## src/rtl/wb_arb.sv

```systemverilog
// Round-robin writeback arbiter: N execution pipes share one ROB/PRF writeback
// port through a single registered output entry, with an urgent priority class.

module wb_arb_lane (
  input  logic valid,
  input  logic urgent,
  input  logic any_urg,
  output logic cand
);
  // While any urgent request is present, only urgent lanes compete.
  assign cand = valid & (urgent | ~any_urg);
endmodule

module wb_arb #(
  parameter int CONFIG_P_REQ     = 2,
  parameter int CONFIG_PAYLOAD_W = 128
) (
  input  logic                                      clk,
  input  logic                                      rst,
  input  logic                                      flush,
  input  logic [(1<<CONFIG_P_REQ)-1:0]              req_valid,
  input  logic [(1<<CONFIG_P_REQ)-1:0]              req_urgent,
  input  logic [(1<<CONFIG_P_REQ)*CONFIG_PAYLOAD_W-1:0] req_payload,
  output logic [(1<<CONFIG_P_REQ)-1:0]              req_ready,
  output logic                                      out_valid,
  input  logic                                      out_ready,
  output logic [CONFIG_PAYLOAD_W-1:0]               out_payload,
  output logic [CONFIG_P_REQ-1:0]                   out_src,
  output logic                                      out_urgent
);
  localparam int N  = 1 << CONFIG_P_REQ;
  localparam int P  = CONFIG_P_REQ;
  localparam int PW = CONFIG_PAYLOAD_W;

  logic [N-1:0][PW-1:0] pl;
  logic [N-1:0]         cand;
  logic [N-1:0]         grant;
  logic [P-1:0]         ptr;
  logic [P-1:0]         grant_idx;
  logic [P-1:0]         idx;
  logic                 grant_any;
  logic                 any_urg;
  logic                 slot_free;
  logic                 accept;

  assign pl      = req_payload;
  assign any_urg = |(req_valid & req_urgent);

  for (genvar i = 0; i < N; i++) begin : g_lane
    wb_arb_lane u_lane (
      .valid  (req_valid[i]),
      .urgent (req_urgent[i]),
      .any_urg(any_urg),
      .cand   (cand[i])
    );
  end

  // Walk offsets from far to near so the nearest candidate at/after ptr wins.
  always_comb begin
    grant_any = 1'b0;
    grant_idx = '0;
    idx       = '0;
    for (int k = N - 1; k >= 0; k--) begin
      idx = ptr + P'(k);
      if (cand[idx]) begin
        grant_any = 1'b1;
        grant_idx = idx;
      end
    end
  end

  assign grant     = grant_any ? ({{(N-1){1'b0}}, 1'b1} << grant_idx) : '0;
  assign slot_free = ~out_valid | out_ready;
  assign accept    = grant_any & slot_free & ~flush;
  assign req_ready = accept ? grant : '0;

  always_ff @(posedge clk or posedge rst) begin
    if (rst) begin
      out_valid  <= 1'b0;
      out_urgent <= 1'b0;
      out_src    <= '0;
      ptr        <= '0;
    end else if (flush) begin
      out_valid  <= 1'b0;
      out_urgent <= 1'b0;
    end else if (accept) begin
      out_valid  <= 1'b1;
      out_urgent <= req_urgent[grant_idx];
      out_src    <= grant_idx;
      ptr        <= grant_idx + P'(1);
    end else if (out_ready) begin
      out_valid  <= 1'b0;
      out_urgent <= 1'b0;
    end
  end

  // Payload is a plain load-enabled register; don't-care while out_valid=0.
  always_ff @(posedge clk) begin
    if (accept) out_payload <= pl[grant_idx];
  end
endmodule

```

## config.mk

```make
export PLATFORM = sky130hd
export DESIGN_NAME = wb_arb
export DESIGN_NICKNAME = d
export VERILOG_FILES = /design/src/rtl/wb_arb.sv
export SDC_FILE = /design/constraint.sdc
export NUM_CORES = 1
export LEC_CHECK = 0
export CORE_AREA = 4 4 257 259
export CTS_CLUSTER_SIZE = 24
export DETAILED_ROUTE_END_ITERATION = 8
export DIE_AREA = 0 0 261 263
export PLACE_DENSITY = 0.42
export SYNTH_ARGS = -nofsm -noshare
export SYNTH_HDL_FRONTEND = slang
export SYNTH_SLANG_ARGS = --single-unit
```

## constraint.sdc

```tcl
create_clock -name clk -period 6.8 [get_ports clk]
set_clock_uncertainty 0.15 [all_clocks]
set_input_delay 0.68 -clock clk [delete_from_list [all_inputs] [get_ports clk]]
set_output_delay 0.68 -clock clk [all_outputs]
set_load 0.005 [all_outputs]
```

==> results.json <==
{
  "synth-seq-cells": 134,
  "timing.final.max_slew_violations": 0,
  "max_clock_freq_mhz": 211,
  "total_of_buffers_placed_on_input_and_output_ports": 659,
  "fillers": 6608,
  "final_setup_violations": 0,
  "htreeDepth": 4,
  "clk_root_buffer_cell": "sky130_fd_sc_hd__clkbuf_16",
  "ys.warnings.count": 0,
  "tritoncts_num_sinks": 134,
  "finalNonFillerCells": 2127,
  "post-layout-total-power_uw": 4060,
  "hold_buffers": 0,
  "clk_pin_slew_ns": 0.07,
  "ys_async_sr_fraction": 0.0448,
  "worst-endpoint-required_ns": 5.97,
  "routed_wl_mm": 40.3,
  "worstSkewPairLatency_ns": 0.45,
  "wl_per_cell_um": 19.0,
  "ys_dominant_reg_cell": "sky130_fd_sc_hd__edfxtp_1",
  "number_of_global_route_vias_before_repair": 8288,
  "critical_path.max_fanout": 77,
  "die_x_um": 261,
  "p_leak_uw": 0.00660,
  "gr-total-overflow": 0,
  "fin_nets": 1785,
  "die_height_um": 263,
  "grt_max_degree": 129,
  "numPlacedInstances": 2093,
  "start_util": 0.138,
  "cts_made_buffers": 17,
  "power.combinational.fraction": 0.458,
  "routed_via_density": 3.58,
  "cp.arrival_ns": 3.91,
  "timing_hold_violations_final": 0,
  "clk_path_buf_depth": 2,
  "synth_enable_flop_cells": 128,
  "gp_routability_congestion": 0.767,
  "syn2layout_area_growth_pct": 88.6,
  "synthesis.area_mm2": 0.00883,
  "fin_crit_ns": 4.74,
  "detailedRoute.firstIterationViolations": 131,
  "drtAntennaViolNets": 0,
  "worst_slew_margin_rel": 0.313,
  "core_region_area_mm2": 0.0639,
  "cts_tree": "done",
  "period_share": 0.697,
  "path_class": "input port to output port",
  "postSynthNetCount": 1143,
  "share_clk_of_total_power": 0.246,
  "cp-start-kind": "input port",
  "yosysSeqAreaShare": 0.453,
  "rsz0062_at_grt": "no",
  "worst_ir_drop_vdd_uv": 180,
  "netlist_instances": 615,
  "timing.hold.worst.class": "flop to flop",
  "detail_route.first_pass.iterations": 4,
  "fraction_of_final_layout_cells_sized_beyond_drive_strength_1": 0.0355,
  "p_sw_uw": 1270,
  "rows": 93,
  "power_per_cell_area_mw_per_mm2": 244,
  "r2r_slack_ns": 3.62,
  "post_synth_num_cell_types": 37,
  "hpwlAfterDp_mm": 32.1,
  "worst_pin_slew_ns": 1.03,
  "globalRouteTotalUtil": 0.112,
  "outcome": "completed",
  "grt_antenna_before_repair": 4,
  "power_switching_share": 0.314,
  "detailroute.via_count": 7611,
  "grt_pass1_wl_mm": 55.7,
  "timing.setup.tns_ns": 0,
  "max_cap_viol_count": 0,
  "die-area_mm2": 0.0686,
  "post-cts-setup-buffers": 0,
  "ios": 660,
  "timing.critical_path.to_type": "output port",
  "drc": 0,
  "quantity_of_gates_resized_following_cts": 0,
  "seq_power_share": 0.296,
  "synthesis.area_per_instance_um2": 14.4,
  "power.internal_uw": 2780
}
-- cells in the mapped netlist, types with 2 or more instances --
cell type | instances | area (um^2)
sky130_fd_sc_hd__and2_1 | 4 | 25.0
sky130_fd_sc_hd__buf_4 | 8 | 60.1
sky130_fd_sc_hd__nor2_1 | 2 | 7.51
sky130_fd_sc_hd__inv_2 | 4 | 15.0
sky130_fd_sc_hd__buf_8 | 8 | 120
sky130_fd_sc_hd__o21a_1 | 2 | 15.0
sky130_fd_sc_hd__buf_2 | 7 | 35.0
sky130_fd_sc_hd__mux2i_1 | 384 | 3840
sky130_fd_sc_hd__o21ai_1 | 2 | 10.0
sky130_fd_sc_hd__a222oi_1 | 2 | 20.0
sky130_fd_sc_hd__ha_1 | 4 | 50.1
sky130_fd_sc_hd__edfxtp_1 | 128 | 3840
sky130_fd_sc_hd__buf_12 | 15 | 300
sky130_fd_sc_hd__a21boi_0 | 2 | 15.0
sky130_fd_sc_hd__nand3b_1 | 3 | 22.5
sky130_fd_sc_hd__a22oi_1 | 2 | 15.0
sky130_fd_sc_hd__a21oi_1 | 3 | 15.0
sky130_fd_sc_hd__mux2_1 | 4 | 45.0
sky130_fd_sc_hd__dfrtp_1 | 6 | 150
sky130_fd_sc_hd__clkbuf_4 | 4 | 30.0
sky130_fd_sc_hd__a22o_1 | 2 | 17.5
sky130_fd_sc_hd__a21o_1 | 2 | 15.0
sky130_fd_sc_hd__nor2b_1 | 3 | 18.8
-- per-stage QoR --
step | cell area [um^2] | utilization | setup WS, ns | hold slack, ns
3_5_place_dp | 16000 | 0.251 | 1.99 | 0.324
6_report | 16600 | 0.261 | 2.06 | 0.332
2_1_floorplan | 8830 | - | 2.51 | 0.321
4_1_cts | 16600 | 0.260 | 1.98 | 0.340
5_1_grt | 16600 | 0.261 | 1.83 | 0.344
3_3_place_gp | 16000 | 0.251 | 2.05 | 0.321
-- logic make-up (layout without fill, tap and decap cells) --
logic type                 count (synthesis)  count (layout)  share of synthesized area
AOI/OAI and AO/OA                         24              24                     0.0224
adders and majority gates                  4               4                    0.00567
buffers and inverters                     48             702                     0.0652
DFF                                      134             134                      0.453
muxes                                    388             388                      0.441
other                                      0               3                          0
and+or+nand+nor                           17              17                     0.0136
-- worst paths after layout --
path	startpoint	depth (start not counted)	to
worst max register to register	ptr[1]	7	out_payload[49]
worst max-delay path	req_urgent[2]	8	req_ready[2]
worst min-delay path	out_src[1]	1	out_src[1]
worst min register to register	out_src[1]	1	out_src[1]
min in group asynchronous	rst	2	out_src[1]
max in group asynchronous	rst	2	out_urgent
-- layout by cell type (no fill, tap or decap), types with 4 or more instances in the layout --
cell and n:
sky130_fd_sc_hd__clkdlybuf4s50_1 659, sky130_fd_sc_hd__dfrtp_1 6, sky130_fd_sc_hd__mux2i_1 384, sky130_fd_sc_hd__buf_4 5, sky130_fd_sc_hd__and2_1 4, sky130_fd_sc_hd__edfxtp_1 128, sky130_fd_sc_hd__clkbuf_16 17, sky130_fd_sc_hd__ha_1 4
sky130_fd_sc_hd__mux2_1 4
-- per-layer routing --
metal / wire length [um] / part of all wire / vias up / global-route usage
met5: 0 / 0 / - / 0
met4: 599 / 0.015 / 0 / 0.0346
met3: 3790 / 0.094 / 30 / 0.0480
met2: 21800 / 0.54 / 339 / 0.211
met1: 14100 / 0.35 / 3546 / 0.109
li1: - / - / 3696 / -
-- layout make-up --
class,instances,area [um^2],share of cell area
clock inverter,14,178,0.0107
inverter,5,23.8,0.00143
antenna,3,7.51,0.000451
timing repair buffer,666,6670,0.401
clock buffer,17,425,0.0256
tap,855,1070,0.0643
sequential,134,3990,0.240
multi-input combinational,433,4270,0.257
-- flip-flops by register name (all words and copies together) (netlist names) --
name / flops
ptr: 2
out_valid: 1
out_payload: 128
out_urgent: 1
out_src: 2
-- worst max-delay path, stage by stage --
cell and delay, ns:
sky130_fd_sc_hd__clkdlybuf4s50_1 0.55, sky130_fd_sc_hd__a222oi_1 0.49, sky130_fd_sc_hd__o21a_1 0.19, sky130_fd_sc_hd__nor4_1 0.08, sky130_fd_sc_hd__or3_1 0.48, sky130_fd_sc_hd__inv_6 0.57
sky130_fd_sc_hd__and2_1 0.24, sky130_fd_sc_hd__clkdlybuf4s50_1 0.62
-- power by group through the flow --
stage                     combinational, uW  clock [uW]  sequential, uW
after CTS                              1910        1050            1210
after floorplan                        1160           0            1230
after detailed placement               1910           0            1220
after global routing                   2010        1080            1220
final                                  1860         996            1200
after global placement                 1910           0            1220
Power figures use the tool's default switching activity.
